File: src/rtl/tl_pkg.sv
// Shared traffic-light types: the sequencer's light code and the
// pedestrian crossing controller's state encoding.
package tl_pkg;

  typedef enum logic [1:0] {
    GREEN  = 2'd0,
    YELLOW = 2'd1,
    RED    = 2'd2
  } t_light;

  typedef enum logic [1:0] {
    IDLE     = 2'd0,
    WAIT_RED = 2'd1,
    WALK     = 2'd2,
    FLASH    = 2'd3
  } t_ped_state;

  function automatic int max_int(input int a, input int b);
    return (a > b) ? a : b;
  endfunction

endpackage

File: src/rtl/ped_flash_gen.sv
// Flashing DON'T-WALK pattern: a period counter plus a toggle flop that
// starts high on clear and inverts every FLASH_PERIOD enabled cycles.
module ped_flash_gen #(
  parameter int FLASH_PERIOD = 2
) (
  input  logic clk,
  input  logic reset_n,
  input  logic clear_i,
  input  logic enable_i,
  output logic dont_walk_o
);

  localparam int PH_W = (FLASH_PERIOD > 1) ? $clog2(FLASH_PERIOD) : 1;

  logic [PH_W-1:0] phase_q, phase_d;
  logic            toggle_q, toggle_d;

  always_comb begin
    phase_d  = phase_q;
    toggle_d = toggle_q;
    if (clear_i) begin
      phase_d  = '0;
      toggle_d = 1'b1;
    end else if (enable_i) begin
      if (phase_q == PH_W'(FLASH_PERIOD - 1)) begin
        phase_d  = '0;
        toggle_d = ~toggle_q;
      end else begin
        phase_d = phase_q + PH_W'(1);
      end
    end
  end

  always_ff @(posedge clk or negedge reset_n) begin
    if (!reset_n) begin
      phase_q  <= '0;
      toggle_q <= 1'b1;
    end else begin
      phase_q  <= phase_d;
      toggle_q <= toggle_d;
    end
  end

  assign dont_walk_o = toggle_q;

endmodule

File: src/rtl/ped_crossing_ctrl.sv
// Pedestrian crossing controller: latches button requests, grants WALK on a
// fresh RED entry, follows it with a flashing clearance, and holds RED meanwhile.
module ped_crossing_ctrl
  import tl_pkg::*;
#(
  parameter int WALK_CYCLES  = 8,
  parameter int FLASH_CYCLES = 6,
  parameter int FLASH_PERIOD = 2,
  localparam int CNT_W = $clog2(max_int(WALK_CYCLES, FLASH_CYCLES) + 1)
) (
  input  logic             clk,
  input  logic             reset_n,
  input  logic [1:0]       light_in,
  input  logic             button,
  output logic             walk,
  output logic             dont_walk,
  output logic             hold_red,
  output logic             req_pending,
  output logic [CNT_W-1:0] countdown,
  output logic             conflict
);

  t_ped_state       state_q, state_d;
  logic [CNT_W-1:0] cnt_q, cnt_d;
  logic             req_q, req_d;
  logic             conflict_q, conflict_d;
  logic [1:0]       prev_light_q;
  logic             light_red, red_entry;
  logic             flash_clear, flash_enable, flash_dw;

  assign light_red = (light_in == RED);
  assign red_entry = light_red && (prev_light_q != RED);

  always_comb begin
    state_d    = state_q;
    cnt_d      = cnt_q;
    req_d      = req_q | button;
    conflict_d = 1'b0;
    case (state_q)
      IDLE: begin
        if (button) state_d = WAIT_RED;
      end
      WAIT_RED: begin
        if (red_entry) begin
          state_d = WALK;
          cnt_d   = CNT_W'(WALK_CYCLES);
          req_d   = 1'b0;
        end
      end
      WALK, FLASH: begin
        // Losing RED mid-crossing aborts the grant; pending requests survive.
        if (!light_red) begin
          conflict_d = 1'b1;
          cnt_d      = '0;
          state_d    = (req_q || button) ? WAIT_RED : IDLE;
        end else if (cnt_q == CNT_W'(1)) begin
          if (state_q == WALK) begin
            state_d = FLASH;
            cnt_d   = CNT_W'(FLASH_CYCLES);
          end else begin
            state_d = (req_q || button) ? WAIT_RED : IDLE;
            cnt_d   = '0;
          end
        end else begin
          cnt_d = cnt_q - CNT_W'(1);
        end
      end
      default: begin
        state_d = IDLE;
        cnt_d   = '0;
      end
    endcase
  end

  always_ff @(posedge clk or negedge reset_n) begin
    if (!reset_n) begin
      state_q      <= IDLE;
      cnt_q        <= '0;
      req_q        <= 1'b0;
      conflict_q   <= 1'b0;
      prev_light_q <= RED;
    end else begin
      state_q      <= state_d;
      cnt_q        <= cnt_d;
      req_q        <= req_d;
      conflict_q   <= conflict_d;
      prev_light_q <= light_in;
    end
  end

  assign flash_clear  = (state_d == FLASH) && (state_q != FLASH);
  assign flash_enable = (state_d == FLASH) && (state_q == FLASH);

  ped_flash_gen #(
    .FLASH_PERIOD(FLASH_PERIOD)
  ) u_flash_gen (
    .clk        (clk),
    .reset_n    (reset_n),
    .clear_i    (flash_clear),
    .enable_i   (flash_enable),
    .dont_walk_o(flash_dw)
  );

  assign walk        = (state_q == WALK);
  assign hold_red    = (state_q == WALK) || (state_q == FLASH);
  assign dont_walk   = (state_q == WALK) ? 1'b0 : ((state_q == FLASH) ? flash_dw : 1'b1);
  assign countdown   = cnt_q;
  assign req_pending = req_q;
  assign conflict    = conflict_q;

endmodule

File: config.mk
export PLATFORM = sky130hd
export DESIGN_NAME = ped_crossing_ctrl
export DESIGN_NICKNAME = d
export VERILOG_FILES = /design/src/rtl/tl_pkg.sv /design/src/rtl/ped_flash_gen.sv /design/src/rtl/ped_crossing_ctrl.sv
export SDC_FILE = /design/constraint.sdc
export NUM_CORES = 1
export LEC_CHECK = 0
export ABC_CLOCK_PERIOD_IN_PS = 2050
export BUFFER_PORTS_ARGS = -buffer_cell sky130_fd_sc_hd__buf_2
export CAP_MARGIN = 20
export CORE_MARGIN = 10
export CORE_UTILIZATION = 50
export DETAILED_ROUTE_END_ITERATION = 6
export HOLD_SLACK_MARGIN = 0.1
export PLACE_DENSITY = 0.73
export SLEW_MARGIN = 10
export SYNTH_ARGS = -nofsm -noshare
export SYNTH_HDL_FRONTEND = slang
export SYNTH_SLANG_ARGS = --single-unit
File: constraint.sdc
create_clock -name clk -period 2.05 [get_ports clk]
set_input_delay 0.1025 -clock clk [delete_from_list [all_inputs] [get_ports clk]]
set_output_delay 0.1025 -clock clk [all_outputs]
set_load 0.02 [all_outputs]
==> results <==
- In this run the tightest slew margin relative to its limit is 73.53%.
- The routed design has 1424 µm of wire.
- The post-layout instance area is 774.5 µm².
- The number of enable-type register cells in the synthesized netlist is 0.
- The TritonCTS clock tree is built.
- The share of cell area taken by muxes after synthesis is 3.238%.
- The sequential cell area is 302.8 µm².
- The layout-stage area growth over the synthesis result is 17.90%.
- The cell family contributing the most delay on the critical path is flip-flops.
- The via count of the first global-routing pass was 535.
- The sink count of the clock tree is 12.
- Registers are responsible for 48.5% of the overall power.
- The critical path is of the reg -> reg type.
- The number of buffers between clock root and the deepest sink is 2.
- The signal on the critical path passes through inv_1 > ha_1 > nor3b_2 > o211ai_2 > mux2_1.
- The total number of yosys warnings is 0.
- Counting I/O delays and the setup requirement, the final critical path takes 1.644 ns.
- The design draws 0.6936 mW.
- The half-perimeter wire length of the detailed placement result is 1069 µm.
- The first TritonRoute pass finished after 4 iterations.
- Dividing the synthesized area by the synthesized cell count gives 10.43 µm².
- The post-synthesis xor/xnor area fraction is 0%.
- The library cell contributing the largest single delay on the critical path is dfrtp_1.
- The antenna diode count is 0.
- Data arrives at the worst endpoint at 1.80 ns.
- The initial detailed-routing violation count is 13.
- The total routing usage reported by global routing is 9.767%.
- The initial antenna violation count is 0.
- The internal portion of the total power is 0.4438 mW.
- Fill cells in the final layout number 116.
- For this design the total switching power over the nets is 0.2498 mW.
- The flow ran to the end, and the final reports show no timing, DRC or antenna violations.
- STA classifies the critical path endpoint as a flop.
- The slew at the pin closest to its max-slew limit is 0.3953 ns.
- The areal power density over the cells is 895.6 nW/µm².
- The first global-routing pass estimated 2504 µm of wire.
- Summing the areas of all compound-gate instances in the mapped netlist gives 16.76% of the synthesized area.
- Counting instances in the post-synthesis netlist gives the leading cell types as dfrtp_1 (10), inv_1 (4), nand2_1 (4), nor2_1 (4).
- After detailed routing, the average wire length per cell comes to 15.15 µm.
- The most used flip-flop cell after synthesis is dfrtp_1.
- The standby leakage power is 0.3755 nW.
- In the routed design, unresolved DRC markers number 0.
- TritonCTS created 3 clock buffers.
- For this design the top-level I/O count stands at 14.
- The worst vdd rail ir drop is 0.0005317 V.
- The type of the most critical hold path is in -> reg.
- For this run, the register share of the synthesized area comes to 46.10%.
- The die area is 3164 µm².
- After synthesis, the largest family of logic cells by area is simple AND/OR/NAND/NOR gates.
- The setup TNS is 0 ns.
- The congestion estimate from routability-driven global placement came to 0.7300.
- dfrtp_1 takes more of the synthesized area than any other cell.
- Dividing the final minimum period by the clock period gives 80.22%.
- The final hold violation count is 0.
- The quantity of I/O buffers inserted on ports is 13.
- The synthesized netlist devotes 3.810% of its cell area to adder and majority cells.
- In this run the cell area measured after placement is 721.9 µm².
- The final hold slack is 0.1538 ns.
- In this run the number of H-tree levels came out at 1.
- Setup repair after global routing left no endpoint under its margin.
- The vertical extent of the die is 56.25 µm.
- Of all nets on the critical path, the largest fanout is 6.
- The remaining global-route overflow is 0.
- The clock-pin slew on the worst setup and hold paths is 0.07 ns.
- Entering global routing, the biggest net connects 13 pins.
- The final core utilization is 61.05%.
- The clock network is responsible for 20.5% of the overall power.
- Summed over its instances, the top area cell type makes up 38.10% of the synthesized netlist area.
- The total number of nets in the final design is 88.
- Dividing the detail-routed via count by the number of cells gives 5.543.
- The max-slew violation total from the final report came to 0.
- The initial core utilization is 51.78%.
- The via count is 521.
- The cell area that synthesis handed to floorplanning was 656.9 µm².
- Summing all multi-input logic gate instances after layout gives 320.3 µm².
- The worst clock skew is 0.0008944 ns.
- STA puts the critical path data required time at 2.20 ns.
- The later pin in the worst-skew pair is clocked with a latency of 0.27 ns.
- The number of flip-flops and latches in the synthesized netlist is 12.
- The number of placement rows is 13.
- The cell count after synthesis came out at 63.
- The top achievable clock speed is 608.1 MHz.
- Setup violations remaining at the end of the flow were counted as 0.
- The buffer and inverter count on the worst path is 1.
- The switching share of power is 36.02%.
- In the synthesized netlist the async set-or-reset flop fraction comes to 100.0%.
- The number of nets produced by synthesis is 70.
- The sort of element at the start of the critical path is a flop.
- Yosys instantiated no cell more often than dfrtp_1.
- The reported max-cap violation count is 0.
- Summing the areas of all and, or, nand and nor instances in the mapped netlist gives 24.95% of the synthesized area.
- The share of power burned in combinational logic is 31.0%.
- The post-route netlist has 27.85% of its cells at a drive strength greater than 1.
- The standard cell core area is 1269 µm².
- Measured along the x axis, the die boundary spans 56.25 µm.
- In the post-synthesis netlist, the biggest area contributors are dfrtp_1 (38%), dfstp_2 (8.0%), ha_1 (3.8%).
- CTS placed an instance of clkbuf_4 at the clock tree root.
- The number of distinct library cells after synthesis is 36.
- The final antenna-violating net count is 0.
- On the worst path, the slowest cell contributes a delay of 0.40 ns.
==> placed cells by master (no fill, tap or decap), types with 2 or more instances in the layout <==
| cell | n |
|---|---|
| a31oi_1 | 2 |
| buf_2 | 13 |
| clkbuf_4 | 3 |
| dfrtp_1 | 10 |
| dfstp_2 | 2 |
| dlygate4sd3_1 | 3 |
| ha_1 | 2 |
| inv_1 | 4 |
| nand2_1 | 4 |
| nand2b_1 | 3 |
| nor2_1 | 4 |
| nor3_1 | 3 |
| nor3b_1 | 2 |
==> cell type report <==
cell class / instances / share of cell area (%)
flip-flops and latches: 12 / 39.10
clock buffers: 3 / 2.908
multi-input cells: 44 / 41.36
well taps: 15 / 2.423
inverters: 4 / 1.939
repair buffers: 16 / 12.28
==> state kept, by name, summed over array words and instances, names as in the netlist <==
| register | cells |
|---|---|
| countdown | 4 |
| prev_light_q | 2 |
| state_q | 2 |
| conflict | 1 |
| req_pending | 1 |
| u_flash_gen.dont_walk_o | 1 |
| u_flash_gen.phase_q | 1 |
==> repair_timing <==
action,in CTS,in global routing
hold buffers,3,0
endpoints found under the hold margin,14,0
gates resized for setup,0,0
setup buffers,0,0
==> stage by stage <==
step,worst slack [ns],cells
final,0.4055,94
after global routing,0.3191,94
after CTS,0.4203,94
after detailed placement,0.4259,88
after global placement,0.5189,88
after floorplan,0.4708,63
==> worst register-to-register path, delay by kind of cell (launching register included) <==
family	cells	cell delay (ns)
multiplexers	1	0.32
AO/OA/AOI/OAI	1	0.15
adder cells (fa/ha/maj)	1	0.19
buffers and inverters	1	0.09
flip-flops	1	0.40
AND/OR/NAND/NOR	1	0.38
==> final timing paths <==
kind / from / endpoint / slack, ns / depth (start not counted)
max in group asynchronous: reset_n / prev_light_q[1] / 1.55 / 2
min in group asynchronous: reset_n / countdown[3] / 0.23 / 2
max reg2reg: countdown[1] / u_flash_gen.phase_q / 0.41 / 5
min reg2reg: u_flash_gen.dont_walk_o / u_flash_gen.dont_walk_o / 0.50 / 2
max: countdown[1] / u_flash_gen.phase_q / 0.41 / 5
min: button / req_pending / 0.15 / 3
==> power by group through the flow <==
stage	Clock, mW	Combinational [mW]	Sequential, mW
floorplan	0	0.138	0.350
global placement	0	0.205	0.339
detailed placement	0	0.212	0.340
CTS	0.146	0.217	0.336
global route	0.157	0.238	0.346
finish	0.142	0.215	0.336
==> metal layers <==
metal	GRT usage, %	part of all wire (%)
met2	15.37	51
met1	11.74	45
met4	5.155	0.56
met3	2.511	3.4
met5	0	0
==> cell families after synthesis <==
| kind of cell | Yosys count |
|---|---|
| buffers and inverters | 7 |
| adders and majority gates | 2 |
| muxes | 2 |
| AOI/OAI and AO/OA | 14 |
| DFF | 12 |
| and+or+nand+nor | 26 |
No activity file was read; power rests on OpenSTA's default activity.
